==> config.mk <==
export PLATFORM = sky130hd
export DESIGN_NAME = bridge_router
export DESIGN_NICKNAME = d
export VERILOG_FILES = /design/src/rtl/bridge_router.sv
export SDC_FILE = /design/constraint.sdc
export NUM_CORES = 1
export LEC_CHECK = 0
export CORE_AREA = 2 2 196 198
export DETAILED_ROUTE_END_ITERATION = 10
export DIE_AREA = 0 0 198 200
export SLEW_MARGIN = 15
export SYNTH_ARGS = -nofsm -noshare
export SYNTH_HDL_FRONTEND = slang
export SYNTH_SLANG_ARGS = --single-unit
==> constraint.sdc <==
create_clock -name clk -period 2.5 [get_ports clk]
set_input_delay 0.625 -clock clk [delete_from_list [all_inputs] [get_ports clk]]
set_output_delay 0.625 -clock clk [all_outputs]
set_load 0.02 [all_outputs]
==> src/rtl/bridge_router.sv <==
// Address-decoding bridge router: one master shared across NUM_SLAVES slaves, with per-slave byte swap.
// Strobes reach the slave 1 cycle after the master strobe; read data returns RD_LATENCY+1 cycles after m_rd.
module bridge_router #(
    parameter int                         NUM_SLAVES    = 4,
    parameter logic [32*NUM_SLAVES-1:0]   SLAVE_BASE    = {NUM_SLAVES{32'h0}},
    parameter logic [32*NUM_SLAVES-1:0]   SLAVE_MASK    = {NUM_SLAVES{32'hF000_0000}},
    parameter logic [NUM_SLAVES-1:0]      SLAVE_LITTLE  = {NUM_SLAVES{1'b0}},
    parameter int                         RD_LATENCY    = 2,
    parameter logic [31:0]                UNMAPPED_DATA = 32'h0000_0000
) (
    input  logic                         clk,
    input  logic                         reset,
    input  logic [31:0]                  m_addr,
    input  logic [31:0]                  m_wr_data,
    input  logic                         m_wr,
    input  logic                         m_rd,
    output logic [31:0]                  m_rd_data,
    output logic [32*NUM_SLAVES-1:0]     s_addr,
    output logic [32*NUM_SLAVES-1:0]     s_wr_data,
    output logic [NUM_SLAVES-1:0]        s_wr,
    output logic [NUM_SLAVES-1:0]        s_rd,
    input  logic [32*NUM_SLAVES-1:0]     s_rd_data,
    output logic [15:0]                  unmapped_count
);

    localparam int IDX_W = (NUM_SLAVES > 1) ? $clog2(NUM_SLAVES) : 1;

    function automatic logic [31:0] swap32(input logic [31:0] d);
        return {d[7:0], d[15:8], d[23:16], d[31:24]};
    endfunction

    logic                  dec_hit;
    logic [IDX_W-1:0]      dec_idx;
    logic [NUM_SLAVES-1:0] dec_oh;
    logic                  acc;
    logic                  rd_go;

    // Scan from the top down so the lowest matching index is the one left standing.
    always_comb begin
        dec_hit = 1'b0;
        dec_idx = '0;
        dec_oh  = '0;
        for (int i = NUM_SLAVES - 1; i >= 0; i--) begin
            if ((m_addr & SLAVE_MASK[32*i +: 32]) == SLAVE_BASE[32*i +: 32]) begin
                dec_hit = 1'b1;
                dec_idx = IDX_W'(i);
            end
        end
        if (dec_hit) begin
            dec_oh[dec_idx] = 1'b1;
        end
    end

    assign acc   = m_wr | m_rd;
    assign rd_go = m_rd & ~m_wr;

    logic             sr_vld [RD_LATENCY];
    logic [IDX_W-1:0] sr_idx [RD_LATENCY];
    logic             sr_unm [RD_LATENCY];
    logic [31:0]      ret_data;

    always_comb begin
        ret_data = UNMAPPED_DATA;
        if (!sr_unm[RD_LATENCY-1]) begin
            ret_data = s_rd_data[32*32'(sr_idx[RD_LATENCY-1]) +: 32];
            if (SLAVE_LITTLE[sr_idx[RD_LATENCY-1]]) begin
                ret_data = swap32(ret_data);
            end
        end
    end

    always_ff @(posedge clk) begin
        if (reset) begin
            s_addr         <= '0;
            s_wr_data      <= '0;
            s_wr           <= '0;
            s_rd           <= '0;
            m_rd_data      <= '0;
            unmapped_count <= '0;
            for (int k = 0; k < RD_LATENCY; k++) begin
                sr_vld[k] <= 1'b0;
                sr_idx[k] <= '0;
                sr_unm[k] <= 1'b0;
            end
        end else begin
            s_wr <= (m_wr  && dec_hit) ? dec_oh : '0;
            s_rd <= (rd_go && dec_hit) ? dec_oh : '0;

            if (acc) begin
                for (int i = 0; i < NUM_SLAVES; i++) begin
                    s_addr[32*i +: 32]    <= m_addr;
                    s_wr_data[32*i +: 32] <= SLAVE_LITTLE[i] ? swap32(m_wr_data) : m_wr_data;
                end
            end

            if (acc && !dec_hit && unmapped_count != 16'hFFFF) begin
                unmapped_count <= unmapped_count + 16'd1;
            end

            sr_vld[0] <= rd_go;
            sr_idx[0] <= dec_idx;
            sr_unm[0] <= ~dec_hit;
            for (int k = 1; k < RD_LATENCY; k++) begin
                sr_vld[k] <= sr_vld[k-1];
                sr_idx[k] <= sr_idx[k-1];
                sr_unm[k] <= sr_unm[k-1];
            end

            if (sr_vld[RD_LATENCY-1]) begin
                m_rd_data <= ret_data;
            end
        end
    end

endmodule

==> metrics, run 1 <==
post-synthesis cell type count=36; antenna violations before repair=0; Yosys reg bits=118; most common cell after layout, fill and taps aside=clkdlybuf4s50_1; Hold-fix buffers, CTS=0; final net count=1141; Crit. End Element=register; GP Congestion=0.713; DR WL met2=9930 microns; P_sw=1600 uW; share of cells above drive strength 1=0.0638; number of vias per cell=3.61; reg2reg end=unmapped_count[10]$_SDFFE_PP0P_; CP Max Fanout=9; post-CTS setup buffers=0; Post-synth EDFFs=0; TritonCTS clock tree=done; CP arrival=2.69 ns; DRT met1 WL=7510 microns; core box area=37400 sq um; synthesized area=5840 sq um; Synth Area per Inst=8.00 sq um; post-synth top area share=0.404; Ports=508; Pwr Density=594 nW/um^2; area leader, netlist=dfxtp_1; Final Setup Violations=0; row count=71; commonest non-fill, non-tap cells in the layout=clkdlybuf4s50_1 (404), nand2_1 (135), dfxtp_1 (118), a21oi_1 (107), nor2_1 (39); Least-Margin Pin Slew=0.756 ns; max cap viols=0; Crit path required time=2.85 ns; CP peak stage delay=0.66 ns; die height=200 microns; clk_lat worst skew=0.43 ns; crit path capture=unmapped_count[9]$_SDFFE_PP0P_; Post-Place Cells=1436; CTS H-tree depth=4; DP HPWL=14200 microns; highest metal used=met4; die area=39600 sq um; clk sinks=118; Syn Inst Count=731; reg2reg setup slack=0.30 ns; RSZ-0062 raised after global routing=no; Min Clock Period, post-route=2.34 ns; clk slew on worst S/H paths=0.06 ns; Highest Clock Rate=0.428 GHz; number of global-route vias before repair=4861; WHS=0.429 ns; CP max stage cell=or4_1; max-slew violations=0; Leak Pwr=0.00352 uW; via count=5301; Crit. Startpoint=m_addr[28]; Critical Path Most Common Cell=or4_1; Clk Tree Root Cell=clkbuf_16; status=finished, final reports clean; die width=198 microns; largest net degree at the start of global routing=65; Worst R2R Start=unmapped_count[1]$_SDFFE_PP0P_; VDD IR max=0.450 mV; deepest clock path buffer count=2; power share of the combinational group=0.213; CTS Buf Count=17; Tot GR Track Use=0.0907; part of the cycle the worst path needs=0.935; met3 routed WL=1310 microns; Starting Density=0.156; post-route worst setup slack=0.164 ns; initial drt markers=163; Async S/R FF share, synth=0; Place WS=-0.288 ns; Worst Hold Class=reg2reg; top cells by area, synth=dfxtp_1 (40%), buf_4 (25%), a21oi_1 (9.2%); CTS resizes=0; detailed-route wire length per cell=13.0 microns; Post-synth top flop=dfxtp_1; Sequential Power Share=0.359; reg2reg path depth=5; kind of critical path=in2reg; Slew headroom=0.496; crit start category=primary input; yosys synthesis warning count=0; cell breakdown of the critical path=clkdlybuf4s50_1, nor4_1, buf_4, or4_1, or4_1, a21oi_1; P&R area growth vs syn=65.5%; clk_skew=0.00722 ns; router iterations before antenna repair=4; first-pass GRT wire length=27200 microns; residual DRC count=0; fin cells=1467; Pint=4150 uW; # port buffers=405; sequential share of the synthesized area=0.404; grt ovf=0; remaining antenna violation count after routing=0; Routed Wire Length=19100 microns; ant diodes=0; clock share of power=0.428; final hold viol count=0; switch share=0.279
through the flow:
step / area, sq um / utilization / power [uW] / setup TNS, ns
global placement: 9090 / 0.243 / 3330 / -1.64
finish: 9670 / 0.259 / 5750 / 0
global route: 9670 / 0.259 / 6010 / 0
CTS: 9670 / 0.259 / 5880 / 0
detailed placement: 9090 / 0.243 / 3340 / -1.76
floorplan: 5860 / - / 2850 / 0
cell families (layout without fill, tap and decap cells):
kind of cell               Yosys count  after routing  share of synthesized area
and+or+nand+nor                    252            252                      0.199
buffers and inverters              235            455                      0.279
AOI/OAI and AO/OA                  120            120                      0.108
DFF                                118            118                      0.404
muxes                                4              4                    0.00749
adders and majority gates            1              1                    0.00214
other                                1              6                   0.000642
power groups by stage:
stage               Sequential, uW  Clock [uW]  Combinational (uW)
floorplan                     2170           0                 674
global placement              2100           0                1230
detailed placement            2110           0                1230
CTS                           2070        2570                1240
global route                  2080        2640                1290
finish                        2070        2460                1220
layer usage:
metal,global-route usage,up-vias
met5,0,-
met2,0.166,236
met3,0.0311,12
met4,0.0362,0
li1,-,2595
met1,0.0951,2458
Yosys cell counts, drive strengths merged (2+ instances only):
cell / count
a21oi: 107
a311oi: 2
buf: 207
clkbuf: 28
dfxtp: 118
mux2: 3
nand2: 136
nand2b: 3
nand3: 4
nand4: 5
nor2: 40
nor2b: 37
nor3: 2
nor3b: 2
nor4: 5
o21ai: 2
o31ai: 7
or2: 2
or4: 10
final cells by class:
type / count / area, sq um
Clock buffer: 22 / 484
Clock inverter: 9 / 100
Fill cell: 3980 / 27700
Multi-Input combinational cell: 383 / 1880
Sequential cell: 118 / 2360
Tap cell: 511 / 639
Timing Repair Buffer: 424 / 4210
worst min path at each step:
| stage | startpoint | end | cells after the start |
|---|---|---|---|
| 2_1_floorplan | sr_unm[0][0]$_SDFF_PP0_ | sr_unm[0][1]$_SDFF_PP0_ | 1 |
| 3_3_place_gp | sr_unm[0][0]$_SDFF_PP0_ | sr_unm[0][1]$_SDFF_PP0_ | 1 |
| 3_5_place_dp | sr_vld[0][0]$_SDFF_PP0_ | sr_vld[0][1]$_SDFF_PP0_ | 1 |
| 4_1_cts | sr_vld[0][0]$_SDFF_PP0_ | sr_vld[0][1]$_SDFF_PP0_ | 1 |
| 5_1_grt | sr_vld[0][0]$_SDFF_PP0_ | sr_vld[0][1]$_SDFF_PP0_ | 1 |
| 6_report | sr_vld[0][0]$_SDFF_PP0_ | sr_vld[0][1]$_SDFF_PP0_ | 1 |
sequential cells by signal, indices dropped and copies added, names as in the netlist:
| register | flops |
|---|---|
| s_wr | 1 |
| s_rd | 1 |
| m_rd_data | 32 |
| unmapped_count | 16 |
| s_addr | 32 |
| s_wr_data | 32 |
| sr_unm | 2 |
| sr_vld | 2 |
worst max-delay path, delay by kind of cell:
kind / cells / cell delay [ns]
compound gates: 1 / 0.16
buf+inv: 2 / 0.65
simple gates: 3 / 1.25
(Power assumes the default switching activity.)
==> run 2: changes to the inputs <==
- SKIP_CTS_REPAIR_TIMING: default -> 1
==> results of run 2 <==
Final layout, timing and power as in run 1 (identical DEF).
==> run 3: changes to the inputs <==
- HOLD_SLACK_MARGIN: default -> 0.08
- REMOVE_ABC_BUFFERS: default -> 1
==> run 3 against run 2 <==
Net effect:
- cell count barely moved
- utilization is essentially flat
- global-route usage hardly changed
- flip-flop and latch count did not move
- register-to-register slack barely moved
- worst setup slack better by 0.10 ns
- critical path type is now reg2out
- largest cell class unchanged
- highest routed layer unchanged
==> metrics, run 3 (synthesis gave the netlist of run 1 again) <==
status=finished, final reports clean; CP arrival=1.61 ns (-1.08 ns); Worst R2R Start=unmapped_count[0]$_SDFFE_PP0P_; Leak Pwr=0.00351 uW (-0.16%); clock share of power=0.421 (-0.007); Clk Tree Root Cell=clkbuf_16; Min Clock Period, post-route=2.24 ns (-0.100 ns); residual DRC count=0 (unchanged); CTS Buf Count=17 (unchanged); Starting Density=0.156 (unchanged); met3 routed WL=1260 microns (-3.9%); antenna violations before repair=0 (unchanged); VDD IR max=0.448 mV (-0.28%); Ports=508 (unchanged); CP max stage cell=clkdlybuf4s50_1; remaining antenna violation count after routing=0 (unchanged); grt ovf=0 (unchanged); clk_lat worst skew=0.42 ns (about the same); family with the most delay on the worst path=buffers and inverters; final hold viol count=0 (unchanged); fillcell total=3982 (+0.050%); row count=71 (unchanged); Finished Cell Area=9680 sq um (about the same); initial drt markers=120 (-26%); die width=198 microns (unchanged); post-place instance area=9110 sq um (+0.22%); DRT met1 WL=8370 microns (+11%); Sequential Power Share=0.363 (+0.004); cell breakdown of the critical path=clkdlybuf4s50_1; Pint=4100 uW (-1.1%); CP peak stage delay=0.67 ns (about the same); clk sinks=118 (unchanged); core box area=37400 sq um (unchanged); P&R area growth vs syn=65.6% (about the same); deepest clock path buffer count=2 (unchanged); DP HPWL=14400 microns (+1.9%); Tot GR Track Use=0.0907 (about the same); DR WL met2=9540 microns (-3.9%); Final Setup Violations=0 (unchanged); die height=200 microns (unchanged); first-pass GRT wire length=27400 microns (+0.89%); Slew headroom=0.499 (+0.00283); share of cells above drive strength 1=0.0627 (-0.00111); Routed Wire Length=19400 microns (+1.6%); ant diodes=0 (unchanged); highest metal used=met4; CTS H-tree depth=4 (unchanged); power share of the combinational group=0.217 (+0.004); RSZ-0062 raised after global routing=no; Crit path required time=1.88 ns (-0.97 ns); router iterations before antenna repair=6 (+2); CP Max Fanout=10 (+1); part of the cycle the worst path needs=0.895 (-0.0400); Crit. Startpoint=unmapped_count[7]$_SDFFE_PP0P_; Worst Hold Class=reg2reg; commonest non-fill, non-tap cells in the layout=clkdlybuf4s50_1 (404), nand2_1 (135), dfxtp_1 (118), a21oi_1 (107), nor2_1 (39); clk slew on worst S/H paths=0.05 ns (about the same); TritonCTS clock tree=done; final net count=1142 (+0.088%); Pwr Density=590 nW/um^2 (-0.79%); number of vias per cell=3.56 (-1.5%); crit start category=register; WHS=0.430 ns (+0.000536 ns); max-slew violations=0 (unchanged); P_sw=1610 uW (+0.20%); detailed-route wire length per cell=13.2 microns (+1.5%); number of global-route vias before repair=4642 (-4.5%); Least-Margin Pin Slew=0.752 ns (-0.00425 ns); Largest regs=m_rd_data x32, s_addr x32, s_wr_data x32; Crit. End Element=primary output; max cap viols=0 (unchanged); GP Congestion=0.729 (+2.3%); Buf+Inv Stages, Crit Path=1 (-1); startpoint of the worst hold path=sr_vld[0][0]$_SDFF_PP0_; clk_skew=0.0111 ns (+0.00383 ns); die area=39600 sq um (unchanged); kind of critical path=reg2out; largest net degree at the start of global routing=66 (+1.5%); via count=5224 (-1.5%); # port buffers=405 (unchanged); most common cell after layout, fill and taps aside=clkdlybuf4s50_1; Highest Clock Rate=0.447 GHz (+4.5%); Power, Total=5710 uW (-0.76%); switch share=0.281 (+0.00271)
[run 3: changes by cell type in the layout (fill, tap and decap cells not counted)]
| cell | delta |
|---|---|
| clkbuf_8 | -2 |
| clkinv_2 | -1 |
| buf_12 | +1 |
| clkbuf_1 | +2 |
| clkinvlp_4 | +1 |
[run 3: final cells by class]
class	instances	area (sq um)	area share
flip-flops and latches	118	2360	0.244
clock buffers	22	464	0.0480
multi-input cells	383	1880	0.194
repair buffers	425	4230	0.437
well taps	511	639	0.0661
clock inverters	9	103	0.0106
[run 3: path summary, 6_finish.rpt]
| kind | cells after the start | end | slack [ns] |
|---|---|---|---|
| hold reg to reg | 1 | sr_vld[0][1]$_SDFF_PP0_ | 0.43 |
| setup reg to reg | 5 | unmapped_count[10]$_SDFFE_PP0P_ | 0.31 |
| setup / recovery | 1 | unmapped_count[7] | 0.26 |
| hold / removal | 1 | sr_vld[0][1]$_SDFF_PP0_ | 0.43 |
[run 3: power groups by stage]
stage | sequential, uW | clock (uW) | combinational [uW]
after detailed placement | 2110 | 0 | 1250
after floorplan | 2420 | 0 | 130
after CTS | 2070 | 2510 | 1250
after global placement | 2110 | 0 | 1240
final | 2070 | 2400 | 1240
after global routing | 2080 | 2580 | 1310
[run 3: routing by layer]
layer  vias to the layer above  global-route usage
met1                      2395               0.111
met4                         0              0.0267
li1                       2603                   -
met3                        12              0.0323
met5                         -                   0
met2                       214               0.149
[run 3: per-stage QoR]
step	setup slack, ns	cells	TNS [ns]	util
after detailed placement	-0.182	1437	-0.753	0.244
after CTS	0.215	1468	0	0.259
final	0.264	1468	0	0.259
after global placement	-0.164	1437	-0.627	0.244
after global routing	0.153	1468	0	0.259
after floorplan	-1.05	501	-39.77	-
